==> config.mk <==
export PLATFORM = sky130hd
export DESIGN_NAME = logger_ev_gen
export DESIGN_NICKNAME = d
export VERILOG_FILES = /design/src/rtl/logger_ev_gen.sv
export SDC_FILE = /design/constraint.sdc
export NUM_CORES = 1
export LEC_CHECK = 0
export CORE_MARGIN = 2
export CORE_UTILIZATION = 30
export CTS_CLUSTER_DIAMETER = 100
export DETAILED_ROUTE_END_ITERATION = 8
export GPL_TIMING_DRIVEN = 0
export PLACE_DENSITY = 0.48
export SLEW_MARGIN = 15
export SYNTH_ARGS = -nofsm -noshare
export SYNTH_HDL_FRONTEND = slang
export SYNTH_SLANG_ARGS = --single-unit
==> constraint.sdc <==
create_clock -name clk -period 10.75 [get_ports clk]
set_clock_uncertainty 0.1 [all_clocks]
set_input_delay 2.15 -clock clk [delete_from_list [all_inputs] [get_ports clk]]
set_output_delay 2.15 -clock clk [all_outputs]
set_load 0.05 [all_outputs]
==> src/rtl/logger_ev_gen.sv <==
// logger_ev_gen: staggered periodic multi-channel event source, round-robin merged onto one valid/ready stream.
// Define LOGGER_EV_GEN_LFSR_EN to add a 16-bit LFSR jitter term to each event delta.
module logger_ev_gen #(
    parameter int ID_W          = 16,
    parameter int TS_W          = 64,
    parameter int NUM_CH        = 4,
    parameter int PERIOD_CYCLES = 50_000_000,
    parameter int FIXED_DELTA   = 1000,
    parameter int DROP_W        = 32,
    localparam int CH_W         = (NUM_CH > 1) ? $clog2(NUM_CH) : 1
) (
    input  logic              clk,
    input  logic              rst,
    input  logic              enable,
    output logic              out_valid,
    input  logic              out_ready,
    output logic [ID_W-1:0]   out_id,
    output logic [CH_W-1:0]   out_ch,
    output logic [TS_W-1:0]   out_start_ts,
    output logic [TS_W-1:0]   out_end_ts,
    output logic [TS_W-1:0]   out_delta,
    output logic [DROP_W-1:0] drop_cnt
);

    localparam int TMR_W = $clog2(PERIOD_CYCLES);

    logic [TS_W-1:0]   ts;
    logic [TMR_W-1:0]  timer [NUM_CH];
    logic [TS_W-1:0]   start_ts [NUM_CH];
    logic [NUM_CH-1:0] pending;
    logic [NUM_CH-1:0] fire;
    logic [NUM_CH-1:0] take;
    logic [NUM_CH-1:0] drop;
    logic [CH_W-1:0]   last_grant;
    logic [CH_W-1:0]   grant_ch;
    logic              found;
    logic              load_ok;
    logic              grant;
    logic [TS_W-1:0]   delta;
    logic [4:0]        drops_now;
    logic [DROP_W:0]   drop_sum;

    always_ff @(posedge clk) begin
        if (rst) ts <= '0;
        else     ts <= ts + TS_W'(1);
    end

    // Channel k starts k*(PERIOD/NUM_CH) clocks closer to its first fire.
    always_ff @(posedge clk) begin
        for (int k = 0; k < NUM_CH; k++) begin
            if (rst)
                timer[k] <= TMR_W'(PERIOD_CYCLES - 1 - k * (PERIOD_CYCLES / NUM_CH));
            else if (enable)
                timer[k] <= (timer[k] == '0) ? TMR_W'(PERIOD_CYCLES - 1) : timer[k] - TMR_W'(1);
        end
    end

    always_comb begin
        fire      = '0;
        found     = 1'b0;
        grant_ch  = '0;
        take      = '0;
        drop      = '0;
        drops_now = '0;
        for (int k = 0; k < NUM_CH; k++)
            fire[k] = enable && (timer[k] == '0);
        // Round-robin: first pending above last_grant, then wrap to the bottom.
        for (int i = 0; i < NUM_CH; i++) begin
            if (!found && pending[i] && (i > int'(last_grant))) begin
                found    = 1'b1;
                grant_ch = CH_W'(i);
            end
        end
        for (int i = 0; i < NUM_CH; i++) begin
            if (!found && pending[i] && (i <= int'(last_grant))) begin
                found    = 1'b1;
                grant_ch = CH_W'(i);
            end
        end
        load_ok = !out_valid || out_ready;
        grant   = load_ok && found;
        for (int k = 0; k < NUM_CH; k++) begin
            take[k] = grant && (int'(grant_ch) == k);
            drop[k] = fire[k] && pending[k] && !take[k];
            if (drop[k]) drops_now = drops_now + 5'd1;
        end
        drop_sum = {1'b0, drop_cnt} + (DROP_W + 1)'(drops_now);
    end

`ifdef LOGGER_EV_GEN_LFSR_EN
    logic [15:0] lfsr;

    always_ff @(posedge clk) begin
        if (rst)        lfsr <= 16'hACE1;
        else if (grant) lfsr <= {lfsr[0] ^ lfsr[2] ^ lfsr[3] ^ lfsr[5], lfsr[15:1]};
    end

    assign delta = TS_W'(FIXED_DELTA) + TS_W'(lfsr[7:0]);
`else
    assign delta = TS_W'(FIXED_DELTA);
`endif

    // A fire on a channel being granted this cycle re-arms it rather than dropping.
    always_ff @(posedge clk) begin
        if (rst) begin
            pending <= '0;
            for (int k = 0; k < NUM_CH; k++) start_ts[k] <= '0;
        end else begin
            for (int k = 0; k < NUM_CH; k++) begin
                if (fire[k] && !drop[k]) begin
                    pending[k]  <= 1'b1;
                    start_ts[k] <= ts;
                end else if (take[k]) begin
                    pending[k] <= 1'b0;
                end
            end
        end
    end

    always_ff @(posedge clk) begin
        if (rst)                   drop_cnt <= '0;
        else if (drop_sum[DROP_W]) drop_cnt <= '1;
        else                       drop_cnt <= drop_sum[DROP_W-1:0];
    end

    // out_id doubles as the sequence counter: it always holds the last issued ID.
    always_ff @(posedge clk) begin
        if (rst) begin
            out_valid    <= 1'b0;
            out_id       <= '0;
            out_ch       <= '0;
            out_start_ts <= '0;
            out_end_ts   <= '0;
            out_delta    <= '0;
            last_grant   <= CH_W'(NUM_CH - 1);
        end else if (grant) begin
            out_valid    <= 1'b1;
            out_id       <= out_id + ID_W'(1);
            out_ch       <= grant_ch;
            out_start_ts <= start_ts[grant_ch];
            out_end_ts   <= start_ts[grant_ch] + delta;
            out_delta    <= delta;
            last_grant   <= grant_ch;
        end else if (out_ready) begin
            out_valid <= 1'b0;
        end
    end

endmodule
==> impl_metrics.toml <==
[die]
die_h_um = 312.8
core-area_um2 = 94730
start_util_pct = 30.19
io_pins = 247
fp.dieW_um = 312.8
die_area_um2 = 97820
rows = 113

[grt]
busiest_layer = "met2"
grt_pass1_wl_mm = 140.8
grt_max_degree = 51
use_met3_pct = 2.647
grt_pass1_vias = 21150
antenna_found_initial = 2
use_met2_pct = 31.56
grt.total_usage_pct = 19.05
use_met1_pct = 25.73
overflow = 0

[place]
dp_hpwl_mm = 69.20
port_buffers = 187
routabilityCongestion = 0.8652
place_area_um2 = 32670
placedCellCount = 4313
place_ws_ns = 1.853

[setup_path]
critPathArrivalTime_ns = 8.81
r2r_end = "drop_cnt[21]$_SDFF_PP0_"
required_ns = 11.19
critPathMaxStageDelay_ns = 0.73
path_delay_family = "simple AND/OR/NAND/NOR gates"
reg2reg_from = "pending[2]$_SDFFE_PP0P_"
crit_slowest_cell = "clkbuf_1"
cp-end-kind = "flip-flop"
cp.buffers_inverters = 4
path_max_fanout = 10
crit_type = "in2reg"
worst_setup_path_start_kind = "input pin"
reg2reg_depth = 28
rrSetupSlack_ns = 2.39
crit_chain = "clkdlybuf4s50_1, nand2b_1, nand2_1, clkbuf_1, o21ai_0, or3_1, ha_1, xnor2_1, xnor2_1, ha_1, inv_1, fa_1, nor2b_1, o21ai_0, a211o_1, or2_2, nor2_1, nand2_1, nor2_1, and3_1, nand3_1, clkbuf_1, a21oi_1"

[cts]
cts_resized = 0
cts_max_path_buffers = 3
cts_tree = "built"
clock_latency_ns = 0.63
ctsHoldBuffers = 0
postCtsSetupRepairBufs = 0
clkTransAtPathRegs_ns = 0.06
numCtsBuffers = 74
cts_root_buf = "clkbuf_16"
htreeDepth = 3
cts.sinks = 607

[min_path]
hold_depth = 2
worstHoldStart = "out_end_ts[12]$_SDFFE_PP0P_"
hp-class = "reg2reg"
hold_end = "out_end_ts[12]$_SDFFE_PP0P_"

[logic_synthesis]
synth_cell_type_count = 88
synth-seq-cells = 607
synthCells = 2784
synth-main-ff-cell = "edfxtp_1"
yosysSeqAreaShare_pct = 55.09
synth_async_sr_flop_share_pct = 0
ys_warn_count = 0
syn-mean-instance-area_um2 = 10.27
netlist_area_um2 = 28600
synth_edf_count = 360

[pwr]
worst_ir_drop_vdd_mv = 0.1005
p_per_area_nw_per_um2 = 151.3
leakagePower_nw = 11.78

[routing]
dr.pass1.iters = 6
postRouteAntennaNets = 0
wl_per_cell_um = 21.40
via_per_inst = 4.923
vias = 21930
drc = 0
drt_iter0_markers = 1682
totalWireLength_mm = 95.30

[finish]
instances_no_fill = 4454
final_common_cell = "edfxtp_1"
final_util_pct = 37.16
final_cell_mix = "360 x edfxtp_1, 265 x nor2_1, 257 x nand2_1, 254 x and2_1, 247 x dfxtp_1"
syn2layout_area_growth_pct = 23.10
seqCellArea_um2 = 15760
fillerInstances = 9508
drive_gt1_share_pct = 9.008
layout.nets = 3144
post-route-cell-area_um2 = 35210
multi_input_area_um2 = 11710

[flow_run]
max_cap_viol_count = 0

[status]
status = "complete, no violations"

[timing]
fin_crit_ns = 8.362
finalMaxSlewViolations = 0
worstMarginPinSlew_ns = 1.158
finalCritPeriodShare_pct = 77.79
finalSetupTns_ns = 0
hold_viol_final = 0
fin_ws_ns = 2.388
relSlewSlack_pct = 22.21
rsz0062_at_grt = "no"
setup_viol = 0
max_freq_ghz = 0.1196
==> worst min-delay path, stage by stage (launching register included) <==
cell     delay, ns
dfxtp_1       0.31
nand2_1       0.05
a21oi_1       0.05
==> how the worst max path moves through the flow <==
stage / startpoint / endpoint / slack [ns] / cells past startpoint
after floorplan: out_ready / start_ts[3][0]$_SDFFCE_PN0P_ / 1.95 / 7
after global placement: out_ready / start_ts[3][18]$_SDFFCE_PN0P_ / -3.70 / 8
after detailed placement: out_ready / drop_cnt[21]$_SDFF_PP0_ / 1.85 / 23
after CTS: pending[2]$_SDFFE_PP0P_ / drop_cnt[21]$_SDFF_PP0_ / 2.37 / 28
after global routing: pending[2]$_SDFFE_PP0P_ / drop_cnt[21]$_SDFF_PP0_ / 1.87 / 28
final: out_ready / drop_cnt[21]$_SDFF_PP0_ / 2.39 / 23
==> layer usage <==
metal / up-vias / part of all wire [%] / wire length, µm
li1: 10610 / - / -
met1: 10570 / 45 / 42820
met2: 606 / 47 / 44850
met3: 139 / 5.3 / 5010
met4: 0 / 2.8 / 2623
met5: - / 0 / 0
==> registers in the layout, indices dropped and copies added, names as in the netlist <==
| register | flops |
|---|---|
| start_ts | 256 |
| timer | 104 |
| out_start_ts | 64 |
| ts | 64 |
| out_end_ts | 61 |
| drop_cnt | 32 |
| out_id | 16 |
| pending | 4 |
| last_grant | 2 |
| out_ch | 2 |
| out_delta | 1 |
| out_valid | 1 |
==> per-stage QoR <==
stage / total power, mW / hold slack, ns
floorplan: 2.718 / 0.3548
global placement: 2.790 / 0.3421
detailed placement: 2.791 / 0.3481
CTS: 5.372 / 0.3582
global route: 5.483 / 0.3780
finish: 5.328 / 0.3568
==> logic make-up after synthesis <==
kind of cell	synth area share [%]
other cells	0.01311
xor+xnor	5.849
mux	0.1444
buf+inv	4.974
simple gates	21.95
flops	55.09
fa+ha+maj	0.6825
compound gates	11.30
==> cell usage after synthesis (21+ instances only) <==
| library cell | number | area share, % |
|---|---|---|
| a21oi_1 | 122 | 2.1 |
| nor4_1 | 62 | 1.4 |
| a211oi_1 | 70 | 1.8 |
| nor2_1 | 265 | 3.5 |
| o21ai_0 | 72 | 1.3 |
| xnor2_1 | 104 | 3.2 |
| inv_1 | 41 | 0.54 |
| nand4_1 | 31 | 0.68 |
| buf_4 | 72 | 1.9 |
| dfxtp_1 | 247 | 17 |
| clkbuf_1 | 119 | 1.6 |
| or3_1 | 45 | 0.98 |
| xor2_1 | 87 | 2.7 |
| and3_1 | 39 | 0.85 |
| buf_2 | 26 | 0.45 |
| and2_1 | 254 | 5.6 |
| or4_1 | 21 | 0.55 |
| nand3_1 | 94 | 1.6 |
| edfxtp_1 | 360 | 38 |
| nand2_1 | 259 | 3.4 |
| nor3_1 | 73 | 1.3 |
==> report_power, final <==
group	internal (mW)	switching, mW	leakage [nW]
clock network	1.53	1.06	1.22
registers	2.50	0.0218	5.57
logic	0.0573	0.161	4.99
==> area by class of cell <==
type                       instances  area share [%]
clock buffer                     108           6.010
buffer                           240           3.614
sequential                       607           44.75
timing repair buffer             207           6.294
clock inverter                    29           1.116
multi-input combinational       1954           33.26
inverter                          41          0.4371
antenna                            3         0.02132
tap                             1265           4.496
Note: power is estimated with default switching activity, not from simulation.
